==> config.mk <==
export PLATFORM = sky130hd
export DESIGN_NAME = seq_mult_stream_flat
export DESIGN_NICKNAME = d
export VERILOG_FILES = /design/src/rtl/seq_mult_pkg.sv /design/src/rtl/seq_mult_stream_if.sv /design/src/rtl/seq_mult_stream_digit_mac_row.sv /design/src/rtl/seq_mult_stream.sv /design/src/flat_wrapper.sv
export SDC_FILE = /design/constraint.sdc
export NUM_CORES = 1
export LEC_CHECK = 0
export CELL_PAD_IN_SITES_DETAIL_PLACEMENT = 0
export CELL_PAD_IN_SITES_GLOBAL_PLACEMENT = 2
export CORE_MARGIN = 8
export CORE_UTILIZATION = 30
export DETAILED_ROUTE_END_ITERATION = 8
export PLACE_DENSITY_LB_ADDON = 0.08
export SLEW_MARGIN = 25
export SYNTH_ARGS = -nofsm -noshare
export SYNTH_HDL_FRONTEND = slang
export SYNTH_SLANG_ARGS = --single-unit
==> constraint.sdc <==
create_clock -name clk -period 7 [get_ports clk]
set_clock_uncertainty 0.15 [all_clocks]
set_input_delay 1.05 -clock clk [delete_from_list [all_inputs] [get_ports clk]]
set_output_delay 1.05 -clock clk [all_outputs]
set_load 0.05 [all_outputs]
==> src/rtl/seq_mult_pkg.sv <==
// seq_mult_pkg: shared types and sizing helpers for the digit-serial multiplier.
package seq_mult_pkg;

  typedef enum logic [1:0] {
    IDLE  = 2'd0,
    MUL   = 2'd1,
    DRAIN = 2'd2
  } state_t;

  // Accumulator width: one operand, one digit and a sign/guard bit.
  function automatic int acc_width(input int p, input int max_width);
    return max_width + p + 1;
  endfunction

  // Number of P-bit digits in a full-width operand.
  function automatic int digit_count(input int p, input int max_width);
    return max_width / p;
  endfunction

endpackage

==> src/rtl/seq_mult_stream_if.sv <==
// seq_mult_stream_if: operand input handshake and product digit stream.
// master drives operands and consumes digits; slave is the multiplier.
interface seq_mult_stream_if #(
  parameter int P         = 2,
  parameter int MAX_WIDTH = 16
);
  localparam int NW = $clog2(MAX_WIDTH / P) + 1;

  logic                 in_valid;
  logic                 in_ready;
  logic [MAX_WIDTH-1:0] a;
  logic [MAX_WIDTH-1:0] b;
  logic [NW-1:0]        bitSize;
  logic                 signed_mode;
  logic                 abort;
  logic                 out_valid;
  logic                 out_ready;
  logic [P-1:0]         out_data;
  logic                 out_last;

  modport master (
    output in_valid, a, b, bitSize, signed_mode, abort, out_ready,
    input  in_ready, out_valid, out_data, out_last
  );

  modport slave (
    input  in_valid, a, b, bitSize, signed_mode, abort, out_ready,
    output in_ready, out_valid, out_data, out_last
  );

endinterface

==> src/rtl/seq_mult_stream_digit_mac_row.sv <==
// digit_mac_row: combinational acc + a_ext * d for one P-bit digit of b.
// With i_neg_digit set the digit is taken as two's complement (d - 2^P when
// its MSB is set), which gives the top digit of a signed operand its weight.
// All arithmetic is modulo 2^AW, which is exact for two's-complement values.
module digit_mac_row
  import seq_mult_pkg::*;
#(
  parameter int P         = 2,
  parameter int MAX_WIDTH = 16
) (
  input  logic [acc_width(P, MAX_WIDTH)-1:0] i_acc,
  input  logic [acc_width(P, MAX_WIDTH)-1:0] i_a_ext,
  input  logic [P-1:0]                       i_digit,
  input  logic                               i_neg_digit,
  output logic [acc_width(P, MAX_WIDTH)-1:0] o_sum
);
  localparam int AW = acc_width(P, MAX_WIDTH);

  logic [AW-1:0] w_d_ext;
  logic [AW-1:0] w_prod;

  assign w_d_ext = {{(AW - P){i_neg_digit & i_digit[P-1]}}, i_digit};
  assign w_prod  = i_a_ext * w_d_ext;
  assign o_sum   = i_acc + w_prod;

endmodule

==> src/rtl/seq_mult_stream.sv <==
// seq_mult_stream: digit-serial self-sequencing multiplier. One P-bit digit of
// b is multiplied against a per cycle and the 2*N*P-bit product is streamed
// LSB-first, one digit per cycle, with valid/ready on both sides.
// Optional feature macro: SEQ_MULT_SIGNED_EN (honours signed_mode; when
// undefined every operation is unsigned).
//
// state | meaning
// IDLE  | in_ready high, waiting for an operation
// MUL   | presenting digits 0..N-1, accumulating a_ext * d_k
// DRAIN | presenting digits N..2N-1, shifting out the accumulator
//
// Digit 0 is computed in the accept cycle from the live operands so that it is
// already registered on out_data in the following cycle; each later digit is
// computed when the presented one transfers.
module seq_mult_stream
  import seq_mult_pkg::*;
#(
  parameter int P         = 2,
  parameter int MAX_WIDTH = 16
) (
  input logic              clk,
  input logic              rst_n,
  seq_mult_stream_if.slave bus
);
  localparam int AW = acc_width(P, MAX_WIDTH);
  localparam int ND = digit_count(P, MAX_WIDTH);
  localparam int NW = $clog2(ND) + 1;
  localparam int KW = NW + 1;
  localparam logic [NW-1:0] ND_W = NW'(ND);

  state_t          r_state;
  logic [AW-1:0]   r_a_ext;
  logic [AW-1:0]   r_acc;
  logic [MAX_WIDTH-1:0] r_b;
  logic [NW-1:0]   r_n;
  logic            r_signed;
  logic [KW-1:0]   r_k;
  logic            r_out_valid;
  logic [P-1:0]    r_out_data;
  logic            r_out_last;

  logic w_sgn_in;
`ifdef SEQ_MULT_SIGNED_EN
  assign w_sgn_in = bus.signed_mode;
`else
  logic w_unused_signed_mode;
  assign w_unused_signed_mode = bus.signed_mode;
  assign w_sgn_in = 1'b0;
`endif

  // N clamping and masking/extension of the incoming a operand.
  logic [NW-1:0] w_n_in;
  logic [AW-1:0] w_mask;
  logic [AW-1:0] w_mask_top;
  logic [AW-1:0] w_a_masked;
  logic [AW-1:0] w_a_ext_in;

  assign w_n_in     = (bus.bitSize == '0 || bus.bitSize > ND_W) ? ND_W : bus.bitSize;
  assign w_mask     = ~({AW{1'b1}} << (w_n_in * P));
  assign w_mask_top = w_mask ^ (w_mask >> 1);
  assign w_a_masked = {{(AW - MAX_WIDTH){1'b0}}, bus.a} & w_mask;
  assign w_a_ext_in = (w_sgn_in && |(w_a_masked & w_mask_top)) ?
                      (w_a_masked | ~w_mask) : w_a_masked;

  // Digit counter bookkeeping; w_k_next is the digit about to be computed.
  logic [KW-1:0] w_k_next;
  logic [KW-1:0] w_k_last;
  logic [KW-1:0] w_k_top;
  logic          w_in_mul_range;
  logic [P-1:0]  w_b_digit;

  assign w_k_next       = r_k + KW'(1);
  assign w_k_last       = {r_n, 1'b0} - KW'(1);
  assign w_k_top        = {1'b0, r_n} - KW'(1);
  assign w_in_mul_range = (w_k_next < {1'b0, r_n});
  assign w_b_digit      = P'(r_b >> (w_k_next * P));

  logic          w_idle;
  logic [AW-1:0] w_mac_acc;
  logic [AW-1:0] w_mac_a;
  logic [P-1:0]  w_mac_d;
  logic          w_mac_neg;
  logic [AW-1:0] w_acc_next;
  logic          w_sgn_sel;
  logic [AW-1:0] w_acc_shr;

  assign w_idle    = (r_state == IDLE);
  assign w_mac_acc = w_idle ? '0 : r_acc;
  assign w_mac_a   = w_idle ? w_a_ext_in : r_a_ext;
  assign w_mac_d   = w_idle ? bus.b[P-1:0] : (w_in_mul_range ? w_b_digit : '0);
  assign w_mac_neg = w_idle ? (w_sgn_in && w_n_in == NW'(1))
                            : (r_signed && w_k_next == w_k_top);

  digit_mac_row #(
    .P         (P),
    .MAX_WIDTH (MAX_WIDTH)
  ) u_mac (
    .i_acc       (w_mac_acc),
    .i_a_ext     (w_mac_a),
    .i_digit     (w_mac_d),
    .i_neg_digit (w_mac_neg),
    .o_sum       (w_acc_next)
  );

  assign w_sgn_sel = w_idle ? w_sgn_in : r_signed;
  assign w_acc_shr = {{P{w_sgn_sel & w_acc_next[AW-1]}}, w_acc_next[AW-1:P]};

  // Sequencer: accept, per-digit step on transfer, abort, and registered outputs.
  always_ff @(posedge clk or negedge rst_n) begin
    if (!rst_n) begin
      r_state     <= IDLE;
      r_a_ext     <= '0;
      r_acc       <= '0;
      r_b         <= '0;
      r_n         <= '0;
      r_signed    <= 1'b0;
      r_k         <= '0;
      r_out_valid <= 1'b0;
      r_out_data  <= '0;
      r_out_last  <= 1'b0;
    end else begin
      case (r_state)
        IDLE: begin
          if (bus.in_valid) begin
            r_a_ext     <= w_a_ext_in;
            r_b         <= bus.b;
            r_n         <= w_n_in;
            r_signed    <= w_sgn_in;
            r_k         <= '0;
            r_acc       <= w_acc_shr;
            r_out_data  <= w_acc_next[P-1:0];
            r_out_valid <= 1'b1;
            r_out_last  <= 1'b0;
            r_state     <= MUL;
          end
        end
        MUL, DRAIN: begin
          if (bus.abort) begin
            r_state     <= IDLE;
            r_out_valid <= 1'b0;
            r_out_last  <= 1'b0;
          end else if (bus.out_ready) begin
            if (r_k == w_k_last) begin
              r_state     <= IDLE;
              r_out_valid <= 1'b0;
              r_out_last  <= 1'b0;
            end else begin
              r_k        <= w_k_next;
              r_acc      <= w_acc_shr;
              r_out_data <= w_acc_next[P-1:0];
              r_out_last <= (w_k_next == w_k_last);
              if (r_state == MUL && w_k_next == {1'b0, r_n}) begin
                r_state <= DRAIN;
              end
            end
          end
        end
        default: r_state <= IDLE;
      endcase
    end
  end

  assign bus.in_ready  = w_idle;
  assign bus.out_valid = r_out_valid;
  assign bus.out_data  = r_out_data;
  assign bus.out_last  = r_out_last;

endmodule

==> src/flat_wrapper.sv <==
// flat-port wrapper written by rule: the top's interface ports become plain ports
module seq_mult_stream_flat import seq_mult_pkg::*;
#(
  parameter int P         = 2,
  parameter int MAX_WIDTH = 16
)
  (clk, rst_n, bus_in_valid, bus_a, bus_b, bus_bitSize, bus_signed_mode, bus_abort, bus_out_ready, bus_in_ready, bus_out_valid, bus_out_data, bus_out_last);
  seq_mult_stream_if #(.P(P), .MAX_WIDTH(MAX_WIDTH)) bus_i ();
  input logic clk;
  input logic rst_n;
  input wire logic [$bits(bus_i.in_valid)-1:0] bus_in_valid;
  input wire logic [$bits(bus_i.a)-1:0] bus_a;
  input wire logic [$bits(bus_i.b)-1:0] bus_b;
  input wire logic [$bits(bus_i.bitSize)-1:0] bus_bitSize;
  input wire logic [$bits(bus_i.signed_mode)-1:0] bus_signed_mode;
  input wire logic [$bits(bus_i.abort)-1:0] bus_abort;
  input wire logic [$bits(bus_i.out_ready)-1:0] bus_out_ready;
  output wire logic [$bits(bus_i.in_ready)-1:0] bus_in_ready;
  output wire logic [$bits(bus_i.out_valid)-1:0] bus_out_valid;
  output wire logic [$bits(bus_i.out_data)-1:0] bus_out_data;
  output wire logic [$bits(bus_i.out_last)-1:0] bus_out_last;
  assign bus_i.in_valid = bus_in_valid;
  assign bus_i.a = bus_a;
  assign bus_i.b = bus_b;
  assign bus_i.bitSize = bus_bitSize;
  assign bus_i.signed_mode = bus_signed_mode;
  assign bus_i.abort = bus_abort;
  assign bus_i.out_ready = bus_out_ready;
  assign bus_in_ready = bus_i.in_ready;
  assign bus_out_valid = bus_i.out_valid;
  assign bus_out_data = bus_i.out_data;
  assign bus_out_last = bus_i.out_last;
  seq_mult_stream #(.P(P), .MAX_WIDTH(MAX_WIDTH)) u_core (.clk(clk), .rst_n(rst_n), .bus(bus_i));
endmodule
==> metrics.yaml, run 1 <==
setup_path:
  cp-end-kind: "flop"
  r2r-end: "u_core.r_acc[16]$_DFFE_PN0P_"
  r2r_start: "u_core.r_k[0]$_DFFE_PN0P_"
  cp-start-kind: "flop"
  r2r_cells: 19
  r2r_slack_ns: 1.19
  crit_start: "u_core.r_k[0]$_DFFE_PN0P_"
  crit_path_max_fanout: 15
  cp.required_ns: 7.07
  critical_path.slowest_cell: "dfrtp_1"
  max_stage_delay_ns: 0.69
  critPathKind: "reg2reg"
  crit_end: "u_core.r_acc[16]$_DFFE_PN0P_"
  worst-endpoint-arrival_ns: 5.88
  crit_chain: "ha_1 > xor2_2 > ha_1 > a21oi_1 > o22ai_1 > nor4_4 > buf_4 > nor2_4 > inv_2 > a32oi_1 > fa_1 > inv_1 > ha_1 > a21oi_1 > nand4b_1 > a21oi_1 > o31ai_1 > o21ai_0 > a31o_2"
clock_tree:
  cts_hold_buffers: 0
  cts.reportedPaths.clkPinSlew_ns: 0.06
  htree_num_levels: 3
  numCtsBuffers: 9
  cts.repair.resized: 0
  cts_tree: "yes"
  clk_path_buf_depth: 2
  clock-sinks: 64
  clkLatencyLatePin_ns: 0.34
  post_cts_buffers: 0
  cts-root-buf: "clkbuf_16"
run:
  drv_cap: 0
logic_synthesis:
  syn_inst: 540
  synth_xor_area_frac: 0.0482
  synth.top_cell.area_share: 0.321
  ys.flop_type: "dfrtp_1"
  synth_edf_count: 0
  syn_area_um2: 4990
  ys_seq_area_frac: 0.321
  synth_area_leaders: "dfrtp_1 32%, ha_1 6.8%, fa_1 6.4%, mux2_2 4.5%, nand2_1 4.1%"
  yosysTopAreaCell: "dfrtp_1"
  synth-simple-area-share: 0.190
  synth_seq_cells: 64
  synth_compound_area_frac: 0.157
  muxShareOfSynthArea: 0.0964
  synth_fp_nets: 625
  synthAdderAreaFrac: 0.132
  async_flop_share: 1.00
  synth.distinct_cells: 68
  synth.avg_cell_area_um2: 9.23
  synth_top_family_by_area: "simple AND/OR/NAND/NOR gates"
  synth_warnings: 0
pwr:
  p_total_mw: 3.28
  p_leak_nw: 2.76
  vdd_ir_drop_max_uv: 174
  p_per_area_nw_per_um2: 548
sta:
  drv_slew: 0
  worstMarginPinSlew_ns: 0.901
  hold_viol_final: 0
  finalSetupViolCount: 0
  max_slew_margin: 0.399
  maxClockFrequency_mhz: 172
  rsz0062_at_grt: "false"
  period_share: 0.829
  period_minus_slack_ns: 5.81
  setup_tns_ns: 0
min_path:
  worstHoldStart: "u_core.r_a_ext[6]$_DFFE_PN0P_"
  hold_class: "reg2reg"
global_route:
  grt.total_usage: 0.139
  grt_pass1_vias: 4067
  grt_pass1_wl_mm: 23.1
  grt_max_degree: 65
  antenna_found_initial: 0
  grt_remaining_overflow: 0
drt:
  via_per_inst: 4.97
  drt_iter0_drc: 129
  ant_nets: 0
  dr.pass1.iters: 4
  num_vias: 3997
  drc: 0
  wl_per_cell_um: 17.6
  wirelength_mm: 14.2
placement:
  portBuffers: 45
  gp_congestion: 0.791
  hpwlAfterDp_mm: 10.4
layout:
  nNetsFinal: 665
  drive_above_1_share: 0.135
  final_common_cell: "dfrtp_1"
  area_delta_synth_final_pct: 20.3
  antenna_cells: 0
  mostFrequentLayoutCells: "64 x dfrtp_1, 54 x nand2_1, 45 x inv_1"
run_status:
  status: "finished clean"
floorplanning:
  dieWidth_um: 145
  io_pins: 47
  coreArea_um2: 16400
  rows: 47
  die_area_um2: 21000
  die_height_um: 145
  initial_utilization: 0.304
-- state kept, by name, indices dropped and copies added (netlist names) --
register	count
u_core.bus.out_last	1
u_core.r_b	16
u_core.r_k	5
u_core.r_state	2
u_core.bus.out_data	2
u_core.r_a_ext	16
u_core.r_n	4
u_core.bus.out_valid	1
u_core.r_acc	17
-- power breakdown --
part	internal [mW]	total [mW]	switching, mW	leakage [nW]
combinational	0.895	2.09	1.20	1.79
clock	0.358	0.534	0.177	0.170
sequential	0.536	0.655	0.119	0.803
total	1.79	3.28	1.49	2.76
-- stage by stage --
step	std cells	utilization	cell area, um2	hold slack (ns)	setup slack [ns]
6_report	805	0.365	6000	0.327	1.19
2_1_floorplan	540	-	4990	0.291	2.21
3_3_place_gp	789	0.344	5640	0.310	1.18
4_1_cts	805	0.365	6000	0.334	1.12
5_1_grt	805	0.365	6000	0.362	0.704
3_5_place_dp	789	0.344	5650	0.318	1.15
-- critical path, delay by kind of cell, from the launching register on --
| kind | cells | cell delay [ns] |
|---|---|---|
| and+or+nand+nor | 3 | 0.76 |
| buffers and inverters | 3 | 0.49 |
| adders and majority gates | 4 | 1.51 |
| AOI/OAI and AO/OA | 8 | 1.89 |
| xor gates and xnor gates | 1 | 0.18 |
| DFF | 1 | 0.69 |
-- cells by family (layout without fill, tap and decap cells) --
| family | Yosys count | after routing |
|---|---|---|
| buf+inv | 67 | 112 |
| flops | 64 | 64 |
| mux | 36 | 36 |
| xor+xnor | 25 | 25 |
| compound gates | 121 | 121 |
| fa+ha+maj | 43 | 43 |
| simple gates | 184 | 184 |
-- area by class of cell --
| cell class | count | area [um2] |
|---|---|---|
| clock buffer | 11 | 243 |
| sequential | 64 | 1600 |
| inverter | 46 | 173 |
| timing repair buffer | 50 | 483 |
| clock inverter | 5 | 104 |
| multi-input combinational | 409 | 3120 |
| fill | 1707 | 10400 |
| tap | 220 | 275 |
-- cell usage after synthesis (all sizes together) (4+ instances only) --
library cell,number
fa,16
inv,46
a31oi,5
mux2,29
xnor2,15
nand3,23
or2,10
dfrtp,64
nor2b,4
mux4,4
clkbuf,13
nand2,56
a21oi,30
buf,8
a22oi,13
o21ai,40
nand2b,28
and3,17
nor2,33
xor2,9
ha,27
-- worst min-delay path by stage --
stage | end | slack, ns | depth (start not counted)
6_report | u_core.r_a_ext[6]$_DFFE_PN0P_ | 0.33 | 2
3_5_place_dp | u_core.bus.out_last$_DFFE_PN0P_ | 0.32 | 2
2_1_floorplan | u_core.r_a_ext[8]$_DFFE_PN0P_ | 0.29 | 2
3_3_place_gp | u_core.r_a_ext[7]$_DFFE_PN0P_ | 0.31 | 2
4_1_cts | u_core.r_a_ext[7]$_DFFE_PN0P_ | 0.33 | 2
5_1_grt | u_core.r_a_ext[3]$_DFFE_PN0P_ | 0.36 | 2
-- metal layers --
metal / GRT usage / vias up / part of all wire
li1: - / 1955 / -
met1: 0.175 / 1969 / 0.47
met2: 0.229 / 55 / 0.48
met3: 0.0323 / 18 / 0.031
met4: 0.0437 / 0 / 0.020
met5: 0 / - / 0
(Power assumes the default switching activity.)
==> run 2, diff against run 1 <==
==> constraint.sdc (replaced) <==
create_clock -name clk -period 5.7 [get_ports clk]
set_clock_uncertainty 0.15 [all_clocks]
set_input_delay 0.855 -clock clk [delete_from_list [all_inputs] [get_ports clk]]
set_output_delay 0.855 -clock clk [all_outputs]
set_load 0.05 [all_outputs]
==> run 2 against run 1 <==
  * Sequential cell count did not move
  * Clock power barely moved
  * Total power rose by 20%
  * Final cell count rose by 1.4%
  * Die area did not move
  * Global-route usage rose by 0.11 points
  * Worst hold slack improved by 0.00055 ns
  * Largest power group unchanged
  * Critical path depth did not move
  * Register-to-register slack got worse by 0.75 ns
  * Via count fell by 0.25%
==> metrics.yaml, run 2 (same netlist as run 1, synthesis figures left out) <==
run_status:
  status: "finished clean"
layout:
  nNetsFinal: 676
  largest_reg_flops: 17
  max_flop_register: "u_core.r_acc"
  antenna_cells: 0
  drive_above_1_share: 0.153
  finalNonFillerCells: 816
  final_core_utilization: 0.368
  reg.largest.list: "u_core.r_acc (17), u_core.r_a_ext (16), u_core.r_b (16)"
  final_common_cell: "dfrtp_1"
  mostFrequentLayoutCells: "64 x dfrtp_1, 54 x nand2_1, 45 x inv_1"
  area_delta_synth_final_pct: 21.0
  fin_area_um2: 6030
clock_tree:
  cts_tree: "yes"
  cts.reportedPaths.clkPinSlew_ns: 0.06
  clk_path_buf_depth: 2
  cts.repair.resized: 0
  post_cts_buffers: 0
  htree_num_levels: 3
  cts_hold_buffers: 0
  clock-sinks: 64
  numCtsBuffers: 9
  cts-root-buf: "clkbuf_16"
  clkLatencyLatePin_ns: 0.34
placement:
  gp_congestion: 0.769
  dp_slack_ns: 0.450
  dp.cells: 799
  portBuffers: 45
  hpwlAfterDp_mm: 10.6
  place_area_um2: 5730
drt:
  wirelength_mm: 14.2
  wl_per_cell_um: 17.4
  via_per_inst: 4.89
  drc: 0
  dr.pass1.iters: 4
  drt_iter0_drc: 220
  ant_nets: 0
  num_vias: 3987
sta:
  drv_slew: 0
  worstMarginPinSlew_ns: 0.777
  finalSetupViolCount: 0
  period_minus_slack_ns: 5.25
  maxClockFrequency_mhz: 190
  holdWs_ns: 0.327
  setup_tns_ns: 0
  hold_viol_final: 0
  period_share: 0.922
  setup_slack_ns: 0.447
  rsz0062_at_grt: "false"
  max_slew_margin: 0.480
global_route:
  grt.total_usage: 0.140
  antenna_found_initial: 0
  grt_remaining_overflow: 0
  grt_pass1_vias: 4090
  grt_pass1_wl_mm: 23.2
  grt_max_degree: 65
pwr:
  netSwitchingFraction: 0.468
  seqPwrFrac: 0.200
  p_total_mw: 3.95
  power_switching_mw: 1.85
  p_per_area_nw_per_um2: 655
  power.internal_mw: 2.10
  vdd_ir_drop_max_uv: 248
  clkPwrFrac: 0.135
  comb_power_share: 0.665
  p_leak_nw: 2.77
setup_path:
  path_depth: 19
  cp-start-kind: "flop"
  critPathKind: "reg2reg"
  critPathMostFrequentCell: "ha_1"
  r2r-end: "u_core.r_acc[13]$_DFFE_PN0P_"
  crit_buf_inv: 3
  max_stage_delay_ns: 0.51
  r2r_start: "u_core.r_k[0]$_DFFE_PN0P_"
  crit_chain: "ha_1 > xor2_2 > ha_1 > a21oi_1 > o22ai_1 > nor4_4 > buf_4 > a32oi_1 > fa_1 > inv_1 > ha_1 > inv_1 > fa_1 > nor2b_1 > o31ai_2 > a21boi_0 > a31oi_1 > xnor2_1 > mux2_4"
  critical_path.slowest_cell: "fa_1"
  cp-end-kind: "flop"
  worst-endpoint-arrival_ns: 5.33
  crit_path_max_fanout: 16
  r2r_cells: 19
  cp.required_ns: 5.77
  r2r_slack_ns: 0.45
  crit_family: "adder cells"
floorplanning:
  coreArea_um2: 16400
  initial_utilization: 0.304
  die_area_um2: 21000
  die_height_um: 145
  rows: 47
  dieWidth_um: 145
  io_pins: 47
min_path:
  hold_class: "reg2reg"
  holdPathEnd: "u_core.r_a_ext[5]$_DFFE_PN0P_"
  worstHoldStart: "u_core.r_a_ext[5]$_DFFE_PN0P_"
  hold_depth: 2
run:
  drv_cap: 0
[run 2: cell count changes in the layout (fill, tap and decap cells not counted)]
cell and delta:
nand2_2 +1, buf_4 +9, clkbuf_8 -1, clkinv_2 -1, bufinv_16 -3, clkinvlp_4 +4, inv_6 +1, clkinv_4 +1
clkbuf_1 -1, buf_12 +2, nand2_4 -1
[run 2: worst max path at each step]
stage | end | start | slack, ns
6_report | u_core.r_acc[13]$_DFFE_PN0P_ | u_core.r_k[0]$_DFFE_PN0P_ | 0.45
3_5_place_dp | u_core.r_acc[15]$_DFFE_PN0P_ | u_core.r_k[0]$_DFFE_PN0P_ | 0.45
3_3_place_gp | u_core.r_acc[15]$_DFFE_PN0P_ | u_core.r_k[2]$_DFFE_PN0P_ | 0.48
5_1_grt | u_core.r_acc[11]$_DFFE_PN0P_ | u_core.r_k[0]$_DFFE_PN0P_ | 0.12
2_1_floorplan | u_core.r_acc[14]$_DFFE_PN0P_ | u_core.r_k[1]$_DFFE_PN0P_ | 0.91
4_1_cts | u_core.r_acc[15]$_DFFE_PN0P_ | u_core.r_k[0]$_DFFE_PN0P_ | 0.43
[run 2: layer usage]
layer,up-vias,part of all wire,track usage
met2,44,0.49,0.231
met3,8,0.026,0.0243
li1,1988,-,-
met5,-,0,0
met1,1947,0.47,0.183
met4,0,0.0086,0.0395
[run 2: worst min-delay path: cells and delay by family (launching register included)]
kind,cells,cell delay [ns]
AOI/OAI and AO/OA,1,0.06
DFF,1,0.34
and+or+nand+nor,1,0.04
[run 2: power by group through the flow]
stage	Combinational (mW)	Clock, mW	Sequential [mW]
floorplan	1.97	0	0.793
CTS	2.67	0.560	0.792
detailed placement	2.65	0	0.800
finish	2.63	0.535	0.790
global placement	2.65	0	0.795
global route	2.97	0.577	0.819
[run 2: layout make-up]
class                      count  area (um2)
tap                          220         275
clock inverter                 7        56.3
multi-input combinational    409        3110
sequential                    64        1600
inverter                      46         173
fill                        1689       10400
timing repair buffer          61         591
clock buffer                   9         225
